### src/rtl/pc_sequencer.sv
// Fetch/redirect controller for the program counter block: walks each instruction
// through FETCH and EXEC, picks the PC redirect and keeps a small return-address stack.
module pc_sequencer #(
  parameter int unsigned XLEN      = 32,
  parameter int unsigned RAS_DEPTH = 4,
  parameter int unsigned RAS_PTR_W = $clog2(RAS_DEPTH) + 1
) (
  input  logic                 clk,
  input  logic                 reset,
  input  logic [XLEN-1:0]      pc_count,
  output logic                 pc_load,
  output logic [XLEN-1:0]      pc_load_val,
  output logic                 pc_alu_in,
  output logic [XLEN-1:0]      pc_alu_val,
  output logic                 imem_req,
  output logic [XLEN-1:0]      imem_addr,
  input  logic                 imem_ack,
  input  logic                 jmp_valid,
  input  logic                 call_valid,
  input  logic [XLEN-1:0]      jmp_target,
  input  logic                 ret_valid,
  input  logic                 br_valid,
  input  logic                 br_taken,
  input  logic [XLEN-1:0]      br_target,
  input  logic                 halt,
  input  logic                 resume,
  output logic [1:0]           state,
  output logic [RAS_PTR_W-1:0] ras_count,
  output logic                 ras_err
);

  localparam int unsigned          RasIdxW = $clog2(RAS_DEPTH);
  localparam logic [RAS_PTR_W-1:0] RasFull = RAS_PTR_W'(RAS_DEPTH);

  typedef enum logic [1:0] {
    StFetch = 2'd0,
    StExec  = 2'd1,
    StHalt  = 2'd2
  } state_e;

  state_e               state_q, state_d;
  logic [RAS_PTR_W-1:0] ras_count_q, ras_count_d;
  logic [XLEN-1:0]      ras_q [RAS_DEPTH];
  logic [XLEN-1:0]      ras_d [RAS_DEPTH];

  logic                 ras_empty;
  logic                 ras_full;
  logic [RasIdxW-1:0]   top_idx;
  logic [RasIdxW-1:0]   push_idx;

  assign ras_empty = (ras_count_q == '0);
  assign ras_full  = (ras_count_q == RasFull);
  assign top_idx   = RasIdxW'(ras_count_q - RAS_PTR_W'(1));
  assign push_idx  = RasIdxW'(ras_count_q);

  assign state     = state_q;
  assign ras_count = ras_count_q;

  always_comb begin
    state_d     = state_q;
    ras_count_d = ras_count_q;
    ras_d       = ras_q;
    pc_load     = 1'b0;
    pc_load_val = pc_count;
    pc_alu_in   = 1'b0;
    pc_alu_val  = br_target;
    imem_req    = 1'b0;
    imem_addr   = pc_count;
    ras_err     = 1'b0;

    unique case (state_q)
      StFetch: begin
        // The counter free-runs, so holding the PC means reloading it.
        imem_req = 1'b1;
        pc_load  = 1'b1;
        if (imem_ack) begin
          state_d = StExec;
        end
      end
      StExec: begin
        state_d = StFetch;
        if (halt) begin
          pc_load = 1'b1;
          state_d = StHalt;
        end else if (ret_valid) begin
          if (!ras_empty) begin
            pc_load     = 1'b1;
            pc_load_val = ras_q[top_idx];
            ras_count_d = ras_count_q - RAS_PTR_W'(1);
          end else begin
            ras_err = 1'b1;
          end
        end else if (call_valid) begin
          pc_load     = 1'b1;
          pc_load_val = jmp_target;
          if (!ras_full) begin
            ras_d[push_idx] = pc_count + XLEN'(1);
            ras_count_d     = ras_count_q + RAS_PTR_W'(1);
          end else begin
            ras_err = 1'b1;
          end
        end else if (jmp_valid) begin
          pc_load     = 1'b1;
          pc_load_val = jmp_target;
        end else if (br_valid && br_taken) begin
          pc_alu_in = 1'b1;
        end
      end
      StHalt: begin
        pc_load = 1'b1;
        if (resume) begin
          state_d = StFetch;
        end
      end
      default: begin
        state_d = StFetch;
      end
    endcase

    if (reset) begin
      pc_load   = 1'b0;
      pc_alu_in = 1'b0;
      imem_req  = 1'b0;
      ras_err   = 1'b0;
    end
  end

  always_ff @(posedge clk) begin
    if (reset) begin
      state_q     <= StFetch;
      ras_count_q <= '0;
    end else begin
      state_q     <= state_d;
      ras_count_q <= ras_count_d;
    end
  end

  // Stack contents are don't-care after reset; only the count is cleared.
  always_ff @(posedge clk) begin
    ras_q <= ras_d;
  end

  assert property (@(posedge clk) !(pc_load && pc_alu_in));
  assert property (@(posedge clk) ras_count_q <= RasFull);

endmodule

### config.mk
export PLATFORM = sky130hd
export DESIGN_NAME = pc_sequencer
export DESIGN_NICKNAME = d
export VERILOG_FILES = /design/src/rtl/pc_sequencer.sv
export SDC_FILE = /design/constraint.sdc
export NUM_CORES = 1
export LEC_CHECK = 0
export CORE_ASPECT_RATIO = 2
export CORE_MARGIN = 5
export CORE_UTILIZATION = 45
export DETAILED_ROUTE_END_ITERATION = 10
export PLACE_DENSITY = 0.79
export SKIP_LAST_GASP = 1
export SYNTH_ARGS = -nofsm -noshare
export SYNTH_HDL_FRONTEND = slang
export SYNTH_SLANG_ARGS = --single-unit
export TNS_END_PERCENT = 50
### constraint.sdc
create_clock -name clk -period 8.65 [get_ports clk]
set_input_delay 1.73 -clock clk [delete_from_list [all_inputs] [get_ports clk]]
set_output_delay 1.73 -clock clk [all_outputs]
set_load 0.02 [all_outputs]
Word-level counts from Yosys, hierarchy flattened
Index checks and enable logic that the tools add are counted.

operators by class
  add/subtract/negate cells = 3
  $mul = 0
  div/mod/pow operators = 0
  $lt $le $gt $ge = 3
  eq/ne operators = 7
  shift-type cells = 0
  muxes and demuxes = 43
  bitwise operators = 5
  reduce and logical (&&, ||, !) cells = 9

operator list
  kind                                                                  number
  32-bit two-way mux                                                    9
  128-bit bitwise mux                                                   1
  32-bit binary-select mux with 2-bit select                            1
  32-bit demux with 2-bit select                                        1
  32-bit by 1-bit adder with 32-bit output, second input constant       1
  1-bit two-way mux                                                     22
  3-bit two-way mux                                                     4
  5-bit AND reduction                                                   2
  2-bit != test, second input constant                                  4
  3-bit greater-or-equal comparator, second input constant              2
  2-bit two-way mux                                                     3
  2-bit NOT with 3-bit output                                           2
  2-bit case mux with 3 select lines                                    1
  3-bit by 1-bit adder with 3-bit output, second input constant         1
  3-bit == test, second input constant                                  1
  3-bit logical NOT                                                     1
  3-bit by 1-bit < comparator with 1-bit output, second input constant  1
  1-bit NOT                                                             3
  3-bit by 1-bit subtractor with 3-bit output, second input constant    1
  2-bit by 1-bit == test with 1-bit output, second input constant       1
  2-bit == test, second input constant                                  1
  1-bit logical AND                                                     2
  2-bit logical NOT                                                     1
  1-bit case mux with 2 select lines                                    1
  3 further kinds                                                       3

word-level totals
  register bits = 133
  latch bits = 0
  RAM bits = 0
  ROM bits = 0
  input bits = 106
  output and inout port bits = 105
  logic and storage cells = 76
  memories = 0

Depth between registers and ports, before layout
Gate-level depths: netlist of run 1.

  depth in word-level cells = 9
  gate-level depth with buffers = 9
  mapped depth without buffers = 6

Worst setup path after synthesis of run 1
Ideal clock, no wire load.

  path kind = input-to-output
  start = input ret_valid
  end = output pc_load_val[10]
  data arrival time = 3.047 ns
  required time = 6.920 ns
  setup slack = 3.873 ns
  cell stages on the path = 4
  path buffers = 1
  cell sequence = nor3_1 > clkbuf_1 > a222oi_1 > o21ai_0

on the way
  word-level cells in the longest chain between the ends = 3

RTL lines
  item                RTL line  text
  from (decl)         21        input logic ret_valid,
  32-bit two-way mux  85        end else if (ret_valid) begin
  32-bit two-way mux  82        if (halt) begin
  32-bit two-way mux  71        unique case (state_q)
  to (decl)           12        output logic [XLEN-1:0] pc_load_val,

Every way passes these cells.

Final worst setup path of run 1
  start = input ret_valid
  end = output pc_load_val[26]

The elaborated chain is that of the path after synthesis.

==> results of run 1 <==
[through the flow]
step	hold slack, ns	std cells	instance area (um^2)	utilization (%)	worst slack [ns]
4_1_cts	0.581	778	8570	57.5	2.26
3_3_place_gp	0.516	748	8010	53.8	2.39
2_1_floorplan	0.595	492	6840	-	3.87
3_5_place_dp	0.574	748	8010	53.8	2.27
6_report	0.589	778	8570	57.5	2.27
5_1_grt	0.637	778	8570	57.5	2.08
[worst max-delay path, stage by stage]
cell             delay (ns)
clkdlybuf4s50_1        0.84
a21boi_4               0.93
a222oi_1               0.21
o21ai_0                0.26
clkdlybuf4s50_1        0.67
[report_power, final]
part           internal (uW)  switching (uW)
clock                    420             258
sequential               710            1.52
combinational           97.2             107
total                   1230             366
[synthesized netlist by cell type]
| library cell | number |
|---|---|
| nand3b_1 | 1 |
| and2_1 | 7 |
| buf_4 | 66 |
| nand2_1 | 40 |
| or3_1 | 1 |
| buf_6 | 2 |
| edfxtp_1 | 128 |
| nor3b_1 | 1 |
| a21boi_1 | 1 |
| ha_1 | 6 |
| o31ai_1 | 1 |
| nor4b_1 | 1 |
| dfxtp_1 | 5 |
| mux2i_1 | 4 |
| a2111oi_0 | 1 |
| xor2_1 | 7 |
| nand4_1 | 13 |
| buf_2 | 5 |
| nand2b_1 | 1 |
| and3_1 | 7 |
| clkbuf_1 | 20 |
| nor4_4 | 1 |
| xnor2_1 | 25 |
| a211oi_1 | 1 |
| inv_1 | 8 |
| nor3_1 | 7 |
| a22oi_1 | 1 |
| mux4_2 | 32 |
| a21oi_1 | 3 |
| a21boi_0 | 1 |
| and3_2 | 1 |
| and4_1 | 5 |
| a2bb2oi_1 | 3 |
| and4_2 | 1 |
| nor2_1 | 9 |
| o211ai_1 | 1 |
| a222oi_1 | 28 |
| a31oi_1 | 1 |
| o21ai_0 | 34 |
| nand3_1 | 11 |
| nand4_4 | 1 |
[kinds of logic (layout without fill, tap and decap cells)]
logic type	Yosys count	in the layout	share of synthesized area, %
xor gates and xnor gates	32	32	4.10
and+or+nand+nor	108	108	8.52
AOI/OAI and AO/OA	76	76	8.06
buffers and inverters	101	192	9.47
adders and majority gates	6	6	1.10
muxes	36	36	11.1
DFF	133	133	57.6
[registers in the layout (all words and copies together), names as in the netlist]
| register | flops |
|---|---|
| ras_count | 3 |
| ras_q | 128 |
| state | 2 |
[how the worst max path moves through the flow]
stage,from,endpoint,slack (ns),cells past startpoint
2_1_floorplan,ret_valid,pc_load_val[10],3.87,4
3_3_place_gp,ret_valid,pc_load_val[17],2.39,5
3_5_place_dp,ret_valid,pc_load_val[17],2.27,5
4_1_cts,ret_valid,pc_load_val[17],2.26,5
5_1_grt,ret_valid,pc_load_val[26],2.08,5
6_report,ret_valid,pc_load_val[26],2.27,5
[cell type report]
type	instances	share of cell area [%]
inverter	8	0.350
timing repair buffer	154	17.8
multi-input combinational	258	26.5
clock buffer	17	4.96
clock inverter	13	1.56
tap	195	2.85
sequential	133	46.0
[routing by layer]
layer | routed length, um | vias up
met5 | 0 | -
met4 | 867 | 0
met3 | 1160 | 76
met2 | 9950 | 246
met1 | 6030 | 2273
li1 | - | 2031
[cell usage in the layout (no fill, tap or decap), drive strengths merged, types with 2 or more instances in the layout]
cell and count:
and3 8, nor3 7, edfxtp 128, xor2 7, a21boi 2, ha 6, and4 6, dfxtp 5
buf 8, mux2i 4, o21ai 34, and2 7, nand4 14, bufinv 2, inv 11, a222oi 28
clkinv 7, nand3 11, a21oi 3, nand2 40, xnor2 25, nor2 9, clkdlybuf4s50 146, clkbuf 17
mux4 32, a2bb2oi 3
==> results.yml, run 1 <==
logic_synthesis:
  yosys.area.top_type: "edfxtp_1"
  synth_top_area_share_pct: 56.2
  yosys-top-cells-area: "edfxtp_1 (56%), mux4_2 (11%), buf_4 (7.2%)"
  synthDistinctLibCells: 41
  avgSynthCellArea_um2: 13.9
  synth_warnings: 0
  synth_area_mm2: 0.00684
  synth-seq-cells: 133
  ys_seq_area_share_pct: 57.6
  syn_inst: 492
  synth_nets: 604
cells_and_area:
  multi_input_area_mm2: 0.00227
  drive_gt1_share_pct: 13.0
  areaGrowthSynthToFinish_pct: 25.2
  nNetsFinal: 684
  n_fill_cell: 1101
  ff_latch_area_mm2: 0.00395
  antenna_cells: 0
sta:
  hold_viol: 0
  slew_viol_final: 0
  max_freq_mhz: 157
  tns_ns: 0
  min_period_over_period_pct: 73.8
  worst_slew_pin_slew_ns: 1.21
  rsz0062_at_grt: "no"
  clock_skew_ns: 0.00813
  setup_viol: 0
  period_minus_slack_ns: 6.38
  relSlewSlack_pct: 19.1
clocking:
  clk_pin_slew_ns: 0.05
  cts_setup_buffers: 0
  cts.htree.levels: 4
  cts_made_buffers: 17
  ctsRootBufferMaster: "clkbuf_16"
  post_cts_resized: 0
  cts_tree: "yes"
  clock-sinks: 133
  clock_latency_ns: 0.41
  ctsHoldBuffers: 0
  clock_path_buffers: 2
worst_setup_path:
  rrSetupSlack_ns: 5.34
  start_kind: "input pin"
  crit_required_ns: 6.92
  r2r-end: "ras_q[23]$_DFFE_PP_"
  reg2reg_depth: 6
  worstPathMaxFanout: 33
  arrival_ns: 4.65
  reg2reg_from: "ras_count[0]$_SDFFE_PP0P_"
  end_kind: "primary output"
  worstSetupPathType: "input pin to primary output"
hold_path:
  hold_start: "ras_count[2]$_SDFFE_PP0P_"
  min_to: "ras_count[2]$_SDFFE_PP0P_"
  holdPathStages: 2
  hold_path_class: "flip-flop to flip-flop"
die:
  die_h_um: 184
  ios: 211
  start_util_pct: 45.9
  row_count: 63
  floorplan.die_area_mm2: 0.0179
  core_mm2: 0.0149
  die_w_um: 97.2
pwr:
  cellPowerDensity_mw_per_mm2: 186
  ir_worst_vdd_mv: 0.177
  finalPower_uw: 1590
  p_leak_uw: 0.00281
detailed_routing:
  drt_iter0_drc: 472
  first_pass_iters: 7
  ant_nets: 0
  drc: 0
  via_per_inst: 5.95
  vias: 4626
  wl_per_cell_um: 23.1
  routed_wl_um: 18000
global_routing:
  grt-ovfl-total: 0
  grt_start_max_net_pins: 37
  grt_pass1_wl_um: 27200
  grt.total_usage_pct: 20.1
  grt_antenna_before_repair: 0
  grt_pass1_vias: 4798
  gr-usage-met2_pct: 36.8
  grt_use_met1_pct: 20.6
  grt.met3_usage_pct: 4.96
  busiest_layer: "met2"
outcome:
  status: "finished clean"
placed_design:
  io_buffers: 146
  routabilityCongestion: 0.825
  post-dp-hpwl_um: 12200
job:
  drv_cap: 0
Power figures use the tool's default switching activity.
==> inputs of run 2 (changes only) <==
Settings changed: CORE_UTILIZATION 45 to 43.
Clock period 8.65 ns to 5.67 ns, I/O delays scaled along.
==> run 2 against run 1 <==
Largest power group is now the clock network. Largest cell class unchanged. Worst hold slack worse by 0.017 ns. Clock power up 62%. Critical endpoint is now pc_load_val[5]. Clock skew down 0.0018 ns. Sequential share of layout area down 0.49 points.
==> results.yml, run 2 (synthesis gave the netlist of run 1 again) <==
outcome:
  status: "finished clean"
hold_path:
  holdPathStages: 2
  min_to: "ras_count[2]$_SDFFE_PP0P_"
  hold_start: "ras_count[2]$_SDFFE_PP0P_"
  hold_path_class: "flip-flop to flip-flop"
sta:
  hold-worst-slack_ns: 0.572
  min_period_over_period_pct: 83.7
  tns_ns: 0
  worst_slew_pin_slew_ns: 0.890
  max_freq_mhz: 211
  hold_viol: 0
  clock_skew_ns: 0.00635
  slew_viol_final: 0
  rsz0062_at_grt: "no"
  setup_viol: 0
  relSlewSlack_pct: 40.2
  period_minus_slack_ns: 4.75
die:
  floorplan.die_area_mm2: 0.0187
  ios: 211
  row_count: 65
  die_w_um: 99.2
  start_util_pct: 43.6
  core_mm2: 0.0157
  die_h_um: 188
worst_setup_path:
  crit_required_ns: 4.54
  rrSetupSlack_ns: 2.78
  reg2reg_depth: 6
  start_kind: "input pin"
  worstPathMaxFanout: 20
  r2r-end: "ras_q[12]$_DFFE_PP_"
  arrival_ns: 3.61
  reg2reg_from: "state[1]$_SDFFE_PP0P_"
  worstSetupPathType: "input pin to primary output"
  end_kind: "primary output"
cells_and_area:
  areaGrowthSynthToFinish_pct: 26.6
  drive_gt1_share_pct: 13.7
  multi_input_area_mm2: 0.00227
  nNetsFinal: 690
  final_common_cell: "clkdlybuf4s50_1"
  stdcell_count: 793
  largest_reg_flops: 128
  ff_latch_area_mm2: 0.00395
  largest-register: "ras_q"
  final_cell_mix: "clkdlybuf4s50_1 (146), edfxtp_1 (128), nand2_1 (40)"
  n_fill_cell: 1212
clocking:
  cts_setup_buffers: 0
  cts_tree: "yes"
  cts.htree.levels: 4
  cts_made_buffers: 17
  clk_pin_slew_ns: 0.06
  clock-sinks: 133
  ctsHoldBuffers: 0
  ctsRootBufferMaster: "clkbuf_16"
  clock_path_buffers: 2
  clock_latency_ns: 0.41
  post_cts_resized: 0
detailed_routing:
  vias: 4735
  wl_per_cell_um: 23.2
  via_per_inst: 5.97
  ant_nets: 0
  drt_iter0_drc: 492
  routed_wl_um: 18400
  first_pass_iters: 9
  drc: 0
global_routing:
  grt_pass1_wl_um: 28100
  grt.total_usage_pct: 19.8
  grt_antenna_before_repair: 1
  grt_start_max_net_pins: 36
  grt_pass1_vias: 4872
  grt-ovfl-total: 0
pwr:
  cellPowerDensity_mw_per_mm2: 289
  p_leak_uw: 0.00286
  finalPower_uw: 2510
  ir_worst_vdd_mv: 0.271
placed_design:
  io_buffers: 146
  post-dp-hpwl_um: 12700
  dp_cells: 760
  routabilityCongestion: 0.827
job:
  drv_cap: 0
-- run 2: critical path: stages --
cell             delay (ns)
clkdlybuf4s50_1        0.45
buf_4                  0.21
a21boi_4               0.45
buf_4                  0.36
a222oi_1               0.12
o21ai_0                0.21
clkdlybuf4s50_1        0.66
-- run 2: report_power, final --
part	internal (uW)	switching, uW	leakage [uW]
registers	1080	2.22	0.00119
clock network	727	376	0.000292
logic	151	166	0.00138
-- run 2: layer usage --
layer / share of wire, % / track usage, % / routed length (um)
met1: 33 / 20.7 / 6090
met2: 55 / 35.4 / 10000
met3: 6.5 / 3.82 / 1200
met4: 5.8 / 12.3 / 1070
met5: 0 / 0 / 0
-- run 2: through the flow --
stage	instance area (um^2)	setup slack (ns)	utilization, %
after global placement	8060	0.976	51.4
after CTS	8660	0.947	55.2
after floorplan	6840	1.72	-
after global routing	8660	0.775	55.2
after detailed placement	8060	0.948	51.4
final	8660	0.924	55.2
-- run 2: area by class of cell --
| class | instances | area share (%) |
|---|---|---|
| Sequential cell | 133 | 45.5 |
| Multi-Input combinational cell | 258 | 26.2 |
| Timing Repair Buffer | 160 | 18.1 |
| Clock buffer | 20 | 5.04 |
| Tap cell | 201 | 2.90 |
| Clock inverter | 12 | 1.85 |
| Inverter | 8 | 0.347 |
| Antenna cell | 1 | 0.0289 |
-- run 2: worst max-delay path by stage --
stage | slack, ns | end | startpoint
finish | 0.92 | pc_load_val[5] | ret_valid
global route | 0.78 | pc_load_val[17] | ret_valid
CTS | 0.95 | pc_load_val[5] | ret_valid
detailed placement | 0.95 | pc_load_val[5] | ret_valid
global placement | 0.98 | pc_load_val[23] | ret_valid
floorplan | 1.72 | pc_load_val[17] | ras_count[0]$_SDFFE_PP0P_
==> inputs of run 3 (changes only) <==
Settings changed: CORE_UTILIZATION 43 to 45.
Clock period 5.67 ns to 4.83 ns, I/O delays scaled along.
==> run 3 against run 2 <==
Critical path depth down 1. Clock power up 20%. First-iteration DRC count up 31%. Setup slack worse by 0.23 ns. Total power up 18%. Via count up 0.23%. Worst hold slack worse by 0.0020 ns. Clock skew down 0.0011 ns. Critical path type unchanged. Largest cell class unchanged. Largest power group unchanged. Highest routed layer unchanged.
==> results.yml, run 3 (synthesis gave the netlist of run 1 again) <==
sta:
  rsz0062_at_grt: "no"
  worst_slew_pin_slew_ns: 0.982
  slew_viol_final: 0
  setup_viol: 0
  min_period_over_period_pct: 85.7
  relSlewSlack_pct: 34.0
  fin_ws_ns: 0.689
  max_freq_mhz: 242
  tns_ns: 0
  hold-worst-slack_ns: 0.570
  period_minus_slack_ns: 4.14
  clock_skew_ns: 0.00526
  hold_viol: 0
worst_setup_path:
  crit_start: "ret_valid"
  critPathBufInv: 3
  worstSetupPathType: "input pin to primary output"
  start_kind: "input pin"
  slowest_delay_ns: 0.67
  worstPathMaxFanout: 11
  reg2reg_from: "ras_count[1]$_SDFFE_PP0P_"
  end_kind: "primary output"
  path_cells: "clkdlybuf4s50_1, buf_4, and3_1, a222oi_1, o21ai_0, clkdlybuf4s50_1"
  cp_slowest_cell: "clkdlybuf4s50_1"
  crit_required_ns: 3.86
  critPathTopFamily: "buffers and inverters"
  arrival_ns: 3.17
  crit_path_frequent_cell: "clkdlybuf4s50_1"
clocking:
  cts_setup_buffers: 0
  cts_tree: "yes"
  clock-sinks: 133
  clock_latency_ns: 0.42
  post_cts_resized: 0
  clock_path_buffers: 2
  cts_made_buffers: 17
  clk_pin_slew_ns: 0.06
  ctsRootBufferMaster: "clkbuf_16"
  ctsHoldBuffers: 0
  cts.htree.levels: 4
detailed_routing:
  wl_per_cell_um: 24.0
  via_per_inst: 6.01
  drc: 0
  vias: 4746
  drt_iter0_drc: 643
  first_pass_iters: 6
  ant_nets: 0
  routed_wl_um: 19000
die:
  die_h_um: 184
  die_w_um: 97.2
  floorplan.die_area_mm2: 0.0179
  core_mm2: 0.0149
  start_util_pct: 45.9
  row_count: 63
  ios: 211
pwr:
  p_leak_uw: 0.00287
  finalPower_uw: 2970
  cellPowerDensity_mw_per_mm2: 341
  ir_worst_vdd_mv: 0.341
cells_and_area:
  areaGrowthSynthToFinish_pct: 27.1
  stdcell_count: 790
  final_common_cell: "clkdlybuf4s50_1"
  drive_gt1_share_pct: 14.3
  n_fill_cell: 1087
  final_cell_mix: "clkdlybuf4s50_1 (146), edfxtp_1 (128), nand2_1 (40)"
  largest-register: "ras_q"
  nNetsFinal: 693
  largest_reg_flops: 128
global_routing:
  grt-ovfl-total: 0
  grt_pass1_vias: 5098
  grt.total_usage_pct: 21.4
  grt_pass1_wl_um: 28800
  grt_antenna_before_repair: 1
  grt_start_max_net_pins: 36
placed_design:
  post-dp-hpwl_um: 12800
  dp_cells: 757
  routabilityCongestion: 0.868
  io_buffers: 146
  pre_cts_slack_ns: 0.708
outcome:
  status: "finished clean"
hold_path:
  hold_path_class: "flip-flop to flip-flop"
  hold_start: "ras_count[2]$_SDFFE_PP0P_"
job:
  drv_cap: 0
## run 3: cell type report
| cell class | count | area [um^2] | area share, % |
|---|---|---|---|
| sequential | 133 | 3950 | 45.4 |
| timing repair buffer | 163 | 1590 | 18.3 |
| inverter | 8 | 30.0 | 0.345 |
| tap | 195 | 244 | 2.81 |
| clock buffer | 18 | 429 | 4.94 |
| multi-input combinational | 258 | 2270 | 26.1 |
| antenna | 1 | 2.50 | 0.0288 |
| clock inverter | 14 | 185 | 2.13 |
## run 3: metrics by stage
step / util (%) / area [um^2]
2_1_floorplan: - / 6840
3_3_place_gp: 54.2 / 8080
3_5_place_dp: 54.2 / 8080
4_1_cts: 58.3 / 8690
5_1_grt: 58.4 / 8690
6_report: 58.4 / 8690
## run 3: worst reg2reg max path, stage by stage (launching register included)
cell and delay, ns:
dfxtp_1 0.39, inv_1 0.12, ha_1 0.31, a2111oi_0 0.82
and2_1 0.23, buf_4 0.45
## run 3: power by group
| group | switching (uW) | leakage (uW) | internal [uW] |
|---|---|---|---|
| Clock | 464 | 0.000289 | 857 |
| Combinational | 194 | 0.00139 | 179 |
| Sequential | 2.77 | 0.00119 | 1270 |
## run 3: metal layers
metal	vias to the layer above	share of wire (%)	track usage, %	wire, um
met2	257	56	39.3	10600
met4	0	5.0	13.3	939
met5	-	0	0	0
met3	77	6.9	4.92	1300
li1	2051	-	-	-
met1	2361	32	21.6	6110
## run 3: worst paths after layout
path / cells past startpoint / to / slack (ns)
worst max-delay path: 6 / pc_load_val[27] / 0.69
worst min-delay path: 2 / ras_count[2]$_SDFFE_PP0P_ / 0.57
worst max register to register: 5 / ras_q[74]$_DFFE_PP_ / 2.13
worst min register to register: 2 / ras_count[2]$_SDFFE_PP0P_ / 0.57
